--- src/rtl/morse_keyer_tx.sv ---
// morse_keyer_tx: turns one Morse character (element count plus dot/dash
// pattern) into a timed key waveform on key_out.
// Timing uses units of UNIT_TICKS clock cycles: dot = 1 unit,
// dash = DASH_UNITS, inter-element gap = 1 unit. After the last element the
// trailing gap lasts CHAR_GAP_UNITS, or WORD_GAP_UNITS when sym_eow is set.
//
// Optional feature: define MORSE_KEYER_SIDETONE_EN to add a tone_out port.
// tone_out toggles every TONE_HALF_TICKS cycles during a mark and is 0
// otherwise.
//
// Handshake: a character transfers on any cycle where sym_valid && sym_ready.
// sym_ready is high only in IDLE. The upstream side may hold sym_valid
// through a busy period. Inputs are ignored until the keyer returns to IDLE.
// The done cycle is an IDLE cycle, so a back-to-back transfer costs no extra
// gap.
module morse_keyer_tx #(
  parameter int UNIT_TICKS      = 1000,
  parameter int DASH_UNITS      = 3,
  parameter int CHAR_GAP_UNITS  = 3,
  parameter int WORD_GAP_UNITS  = 7,
  parameter int TONE_HALF_TICKS = 5
) (
  input  logic       clk,
  input  logic       rst,
  input  logic       sym_valid,
  output logic       sym_ready,
  input  logic [2:0] sym_len,
  input  logic [4:0] sym_bits,
  input  logic       sym_eow,
  output logic       key_out,
  output logic       busy,
  output logic       done
`ifdef MORSE_KEYER_SIDETONE_EN
  ,
  output logic       tone_out
`endif
);

  localparam int TW     = (UNIT_TICKS > 1) ? $clog2(UNIT_TICKS) : 1;
  localparam int MAX_U1 = (DASH_UNITS > CHAR_GAP_UNITS) ? DASH_UNITS : CHAR_GAP_UNITS;
  localparam int MAX_U  = (MAX_U1 > WORD_GAP_UNITS) ? MAX_U1 : WORD_GAP_UNITS;
  localparam int UW     = (MAX_U > 1) ? $clog2(MAX_U) : 1;

  // Catch parameter values the counters cannot represent.
  if (UNIT_TICKS < 2 || TONE_HALF_TICKS < 1 || DASH_UNITS < 1 ||
      CHAR_GAP_UNITS < 1 || WORD_GAP_UNITS < 1) begin : g_bad_param
    $error("morse_keyer_tx: unsupported parameter value");
  end

  typedef enum logic [1:0] {IDLE, MARK, ELEM_GAP, TAIL_GAP} state_t;

  // state is the FSM debug point; busy and sym_ready are decoded from it.
  state_t        state;
  state_t        state_next;
  logic [TW-1:0] tick;
  logic [UW-1:0] unit;
  logic [UW-1:0] last_unit;
  logic [2:0]    elem;
  logic [2:0]    len_r;
  logic [4:0]    bits_r;
  logic          eow_r;
  logic [2:0]    len_c;
  logic          take;
  logic          unit_end;
  logic          state_end;
  logic          key_d;
  logic          done_d;

  assign len_c     = (sym_len > 3'd5) ? 3'd5 : sym_len;
  assign take      = sym_valid && (state == IDLE);
  assign unit_end  = (tick == TW'(UNIT_TICKS - 1));
  assign state_end = unit_end && (unit == last_unit);
  assign sym_ready = (state == IDLE);
  assign busy      = (state != IDLE);

  // Last unit index of the current state, from the captured character.
  always_comb begin
    last_unit = '0;
    case (state)
      MARK:     last_unit = bits_r[elem] ? UW'(DASH_UNITS - 1) : '0;
      ELEM_GAP: last_unit = '0;
      TAIL_GAP: last_unit = eow_r ? UW'(WORD_GAP_UNITS - 1) : UW'(CHAR_GAP_UNITS - 1);
      default:  last_unit = '0;
    endcase
  end

  // State register.
  always_ff @(posedge clk) begin
    if (rst) state <= IDLE;
    else     state <= state_next;
  end

  // Next-state logic; a space (len 0) goes straight to the trailing gap.
  always_comb begin
    state_next = state;
    case (state)
      IDLE:     if (take) state_next = (len_c == 3'd0) ? TAIL_GAP : MARK;
      MARK:     if (state_end) state_next = (elem == len_r - 3'd1) ? TAIL_GAP : ELEM_GAP;
      ELEM_GAP: if (state_end) state_next = MARK;
      TAIL_GAP: if (state_end) state_next = IDLE;
      default:  state_next = IDLE;
    endcase
  end

  // Output decode: key follows the state being entered so key_out lines up with state.
  always_comb begin
    key_d  = (state_next == MARK);
    done_d = (state == TAIL_GAP) && state_end;
  end

  // Registered key and done outputs.
  always_ff @(posedge clk) begin
    if (rst) begin
      key_out <= 1'b0;
      done    <= 1'b0;
    end else begin
      key_out <= key_d;
      done    <= done_d;
    end
  end

  // Tick and unit counters; restart on every state entry so durations are exact.
  always_ff @(posedge clk) begin
    if (rst || state == IDLE || state_end) begin
      tick <= '0;
      unit <= '0;
    end else if (unit_end) begin
      tick <= '0;
      unit <= unit + 1'b1;
    end else begin
      tick <= tick + 1'b1;
    end
  end

  // Character capture at transfer; element index advances after each inter-element gap.
  always_ff @(posedge clk) begin
    if (rst) begin
      len_r  <= '0;
      bits_r <= '0;
      eow_r  <= 1'b0;
      elem   <= '0;
    end else if (take) begin
      len_r  <= len_c;
      bits_r <= sym_bits;
      eow_r  <= sym_eow;
      elem   <= '0;
    end else if (state == ELEM_GAP && state_end) begin
      elem <= elem + 3'd1;
    end
  end

`ifdef MORSE_KEYER_SIDETONE_EN
  localparam int HW = (TONE_HALF_TICKS > 1) ? $clog2(TONE_HALF_TICKS) : 1;
  logic [HW-1:0] tone_div;

  // Sidetone divider: starts high at each mark, held cleared while the key is up.
  always_ff @(posedge clk) begin
    if (rst || !key_d) begin
      tone_out <= 1'b0;
      tone_div <= '0;
    end else if (!key_out) begin
      tone_out <= 1'b1;
      tone_div <= '0;
    end else if (tone_div == HW'(TONE_HALF_TICKS - 1)) begin
      tone_out <= ~tone_out;
      tone_div <= '0;
    end else begin
      tone_div <= tone_div + 1'b1;
    end
  end
`endif

endmodule
--- config.mk ---
export PLATFORM = sky130hd
export DESIGN_NAME = morse_keyer_tx
export DESIGN_NICKNAME = d
export VERILOG_FILES = /design/src/rtl/morse_keyer_tx.sv
export SDC_FILE = /design/constraint.sdc
export NUM_CORES = 1
export LEC_CHECK = 0
export ABC_AREA = 1
export BUFFER_PORTS_ARGS = -buffer_cell sky130_fd_sc_hd__clkbuf_2
export CORE_MARGIN = 3
export CORE_UTILIZATION = 39
export DETAILED_ROUTE_END_ITERATION = 10
export MAX_ROUTING_LAYER = met4
export PLACE_DENSITY = 0.57
export RECOVER_POWER = 100
export SYNTH_ARGS = -nofsm -noshare
export SYNTH_HDL_FRONTEND = slang
export SYNTH_SLANG_ARGS = --single-unit
--- constraint.sdc ---
create_clock -name clk -period 2.2 [get_ports clk]
set_input_delay 0.22 -clock clk [delete_from_list [all_inputs] [get_ports clk]]
set_output_delay 0.22 -clock clk [all_outputs]
set_load 0.01 [all_outputs]
Word-level counts from Yosys, hierarchy flattened
Index checks and enable logic that the tools add are counted.
{ "totals": {"reg_bits": 29, "elab_cells": 46} }
{ "classes": {"addsub": 4, "order_cmp": 2, "eq_ne": 7, "n_mux": 13, "n_reduce_logical": 11} }
{ "op_table": {"columns": ["op", "count"], "rows": [
  ["2-bit two-way mux", 6],
  ["10-bit by 1-bit adder with 10-bit output (second input constant)", 1],
  ["10-bit equality test (second input constant)", 1],
  ["2-bit one-hot mux with 4 select lines", 1],
  ["3-bit by 1-bit adder with 3-bit output (second input constant)", 2],
  ["3-bit equality test", 2],
  ["3-bit two-way mux", 2],
  ["3-bit one-hot mux with 2 select lines", 1],
  ["2-bit by 1-bit equality test with 1-bit output (second input constant)", 2],
  ["2-bit equality test (second input constant)", 2],
  ["1-bit logical AND", 4],
  ["3-bit by 4-bit < comparator with 1-bit output (second input constant)", 1],
  ["2-bit OR reduction", 2],
  ["1-bit binary-select mux with 3-bit select", 1],
  ["3-bit greater-than comparator (second input constant)", 1],
  ["3-bit zero test", 1],
  ["3-bit by 1-bit subtractor with 3-bit output (second input constant)", 1],
  ["2-bit zero test", 1],
  ["1-bit logical OR", 2],
  ["1-bit two-way mux", 2],
  ["2-bit nonzero test", 1]
]} }

Depth between registers and ports, before layout
{ "logic_depth": {"word_depth": 9, "mapped_depth": 14, "mapped_depth_nobuf": 14} }

Least setup slack after synthesis
OpenSTA, ideal clock, no wires.
{ "synth_path": {"path_type": "register to register", "startpoint": "register tick[0]", "endpoint": "register key_out", "setup_ps": 117, "arrival_time_ps": 1434, "slack_ps": 649, "path_stages_with_launch": 13, "n_path_buf": 0, "synth_period_minus_slack_ps": 1551, "cell_sequence": "dfxtp_1 > ha_1 > nand3_2 > nor2_4 > nand2_4 > clkinv_4 > nand2_4 > nor2_8 > nand3_4 > o21ai_1 > nand2_1 > nand2_2 > nor2_2"} }
{ "synth_between": {"elab_chain_cells": 5, "elab_cells_between_ends": 7, "classes_between": "eq/ne: 2; mux: 4; reduce/logical: 1"} }
{ "synth_lines": {"columns": ["item", "line", "text"], "rows": [
  ["start: declaration", "55", "logic [TW-1:0] tick;"],
  ["start signal: assignment", "131", "tick <= tick + 1'b1;"],
  ["10-bit equality test (*)", "71", "assign unit_end = (tick == TW'(UNIT_TICKS - 1));"],
  ["1-bit logical AND (*)", "72", "assign state_end = unit_end && (unit == last_unit);"],
  ["2-bit two-way mux, on equally long branches", "100, 98, 99", null],
  ["2-bit one-hot mux with 4 select lines (*)", "96", "case (state)"],
  ["2-bit by 1-bit equality test with 1-bit output (*)", "107", "key_d = (state_next == MARK);"],
  ["end signal: assignment", "117", "key_out <= key_d;"],
  ["end: declaration", "30", "output logic key_out,"]
]} }
Mark *: on every way between the ends. The rest lies on a longest branch, timed or not.
A chain may end at the register's enable or synchronous reset.

Final worst setup path
{ "layout_path": {"startpoint": "register tick[0]", "endpoint": "register tick[2]"} }
{ "layout_between": {"elab_chain_cells": 4, "elab_cells_between_ends": 5, "classes_between": "add/sub: 1; eq/ne: 1; reduce/logical: 3"} }
{ "layout_lines": {"columns": ["item"], "rows": [
  ["parallel branches: the longest is 4 deep, another holds 10-bit by 1-bit adder with 10-bit output"]
]} }
Parallel ways; which one is timed is not known.

==> impl_metrics.json <==
{
  "min_period_over_period": 0.820,
  "die_x_um": 67.2,
  "fin_ws_ps": 395,
  "final_nets": 217,
  "power_leakage_nw": 0.622,
  "io_pins": 16,
  "antenna_found_initial": 0,
  "critPathTopFamily": "simple AND/OR/NAND/NOR gates",
  "min_period_ps": 1800,
  "tns_ps": 0,
  "relSlewSlack": 0.718,
  "ctsHoldBuffers": 0,
  "synth_edf_count": 0,
  "core_region_area_um2": 3470,
  "slowest_delay_ps": 330,
  "layoutNonFillerInstCount": 248,
  "cts_setup_buffers": 0,
  "drtIter0Drc": 54,
  "grt_max_degree": 11,
  "cts.clk_slew.worst_paths_ps": 60,
  "async_reset_ff_frac": 0,
  "yosysSeqAreaShare": 0.398,
  "rsz0062_at_grt": "false",
  "num_rows": 21,
  "path_cells": "ha_1 -> nand3_2 -> nor2_1 -> nand2_1 -> clkinv_4 -> nand2_4 -> nor2_8 -> nand3_4 -> nand3_1 -> nor3b_2",
  "crit_type": "reg2reg",
  "stdcell_area_um2": 1630,
  "crit_path_max_fanout": 10,
  "syn_area_per_cell_um2": 8.10,
  "peakVddDrop_mv": 0.316,
  "overflow": 0,
  "cts.sinks": 29,
  "cts_resized": 0,
  "synthesis.area_um2": 1460,
  "ys_ff_latch": 29,
  "grt_usage": 0.144,
  "grt_pass1_wl_um": 4690,
  "drtAntennaViolNets": 0,
  "placed_area_um2": 1590,
  "worst_pin_slew_ps": 421,
  "yosysWarnings": 0,
  "gp_congestion": 0.833,
  "path_buf_inv": 1,
  "fin_util": 0.469,
  "crit_required_ps": 2400,
  "fmax_mhz": 554,
  "synthTopCellsByCount": "29 x dfxtp_1, 26 x nand2_1, 26 x nor2_1, 17 x inv_1, 14 x a21oi_1",
  "synthMostInstantiatedCell": "dfxtp_1",
  "cts_root_buffer": "clkbuf_8",
  "place_ws_ps": 544,
  "cp_slowest_cell": "dfxtp_1",
  "ys_types": 36,
  "numPortBuffers": 15,
  "routed_wl_um": 2570,
  "synth.largest_area_cell": "dfxtp_1",
  "cts_buffer_depth": 2,
  "numCtsBuffers": 5,
  "dp_cells": 240,
  "clock-skew-final_ps": 2.96,
  "crit_arrival_ps": 2010,
  "dp_hpwl_um": 2030,
  "antenna_cells": 0,
  "drc": 0,
  "synthTopCellsByArea": "dfxtp_1 40%, nand2_1 6.7%, nor2_1 6.7%",
  "cp-start-kind": "register",
  "avgRoutedWirePerCell_um": 10.4,
  "synth_nets": 196,
  "cp-end-kind": "register",
  "yosys_most_used_dff": "dfxtp_1",
  "p_per_area_nw_per_um2": 659,
  "htree_levels": 2,
  "nFillCells": 376,
  "die_h_um": 67.2,
  "report.final.slew_viol_count": 0,
  "dr.pass1.iters": 4,
  "synth_top_area_share": 0.398,
  "netlist_instances": 180,
  "outcome": "complete, no violations",
  "hold_viol": 0,
  "worstSkewPairLatency_ps": 280,
  "hold_class": "in2reg",
  "die_area_um2": 4510,
  "area_growth_pct": 11.5,
  "initial_utilization": 0.421,
  "cts_tree": "done",
  "via_per_inst": 4.71,
  "drv_cap": 0,
  "grt_pass1_vias": 1090,
  "setup_viol": 0,
  "num_vias": 1169,
  "drive_gt1_frac": 0.208
}
## tightest hold or removal path, stage by stage
cell and delay, ps:
clkbuf_2 70, o21ai_0 70, nor2_1 70
## metrics by stage
step / total power [W] / hold WS (ps)
2_1_floorplan: 0.000649 / 298
3_3_place_gp: 0.000681 / 441
3_5_place_dp: 0.000683 / 445
4_1_cts: 0.00110 / 184
5_1_grt: 0.00113 / 218
6_report: 0.00107 / 194
## placed cells by master (no fill, tap or decap), drive strengths merged
cell type  instances
o211ai             1
clkbuf            22
o21ai             12
nand2             35
xor2               3
xnor2              4
inv               21
a31oi              1
nor2              30
nand3             12
a32o               1
nor3b              1
ha                 4
nor3               3
or2                2
clkinv             4
a211oi             1
dfxtp             29
nand4              2
a21oi             14
## flip-flops by register name (all words and copies together), names as in the netlist, 2 cells and up
name,flops
tick,10
bits_r,5
elem,3
len_r,3
unit,3
state,2
## final cells by class
| class | count | area (um2) | area share |
|---|---|---|---|
| multi-input combinational | 126 | 738 | 0.454 |
| sequential | 29 | 581 | 0.357 |
| inverter | 23 | 93.8 | 0.0577 |
| timing repair buffer | 16 | 73.8 | 0.0454 |
| clock buffer | 6 | 72.6 | 0.0446 |
| tap | 46 | 57.6 | 0.0354 |
| clock inverter | 2 | 10.0 | 0.00615 |
## power breakdown
group	internal (W)	switching, W
logic	0.0000403	0.0000645
registers	0.000546	0.0000137
clock network	0.000218	0.000190
total	0.000804	0.000268
## kinds of logic (layout without fill, tap and decap cells)
logic type	after synthesis	count (layout)	synth area share
buffers and inverters	25	47	0.0720
DFF	29	29	0.398
and+or+nand+nor	85	85	0.334
adders and majority gates	4	4	0.0343
AOI/OAI and AO/OA	30	30	0.114
xor gates and xnor gates	7	7	0.0472
## layer usage
metal  wire (um)  vias to the layer above  global-route usage
li1            -                      623                   -
met1        1200                      518               0.171
met2        1200                       24               0.213
met3         120                        4              0.0549
met4          48                        0              0.0684
met5           0                        -                   -
## final timing paths
| check | slack [ps] | end | cells past startpoint | startpoint |
|---|---|---|---|---|
| worst max register to register | 400 | tick[2] | 10 | tick[0] |
| worst min register to register | 450 | bits_r[2] | 2 | bits_r[2] |
| worst min-delay path | 190 | eow_r | 3 | sym_eow |
| worst max-delay path | 400 | tick[2] | 10 | tick[0] |
(Power assumes the default switching activity.)
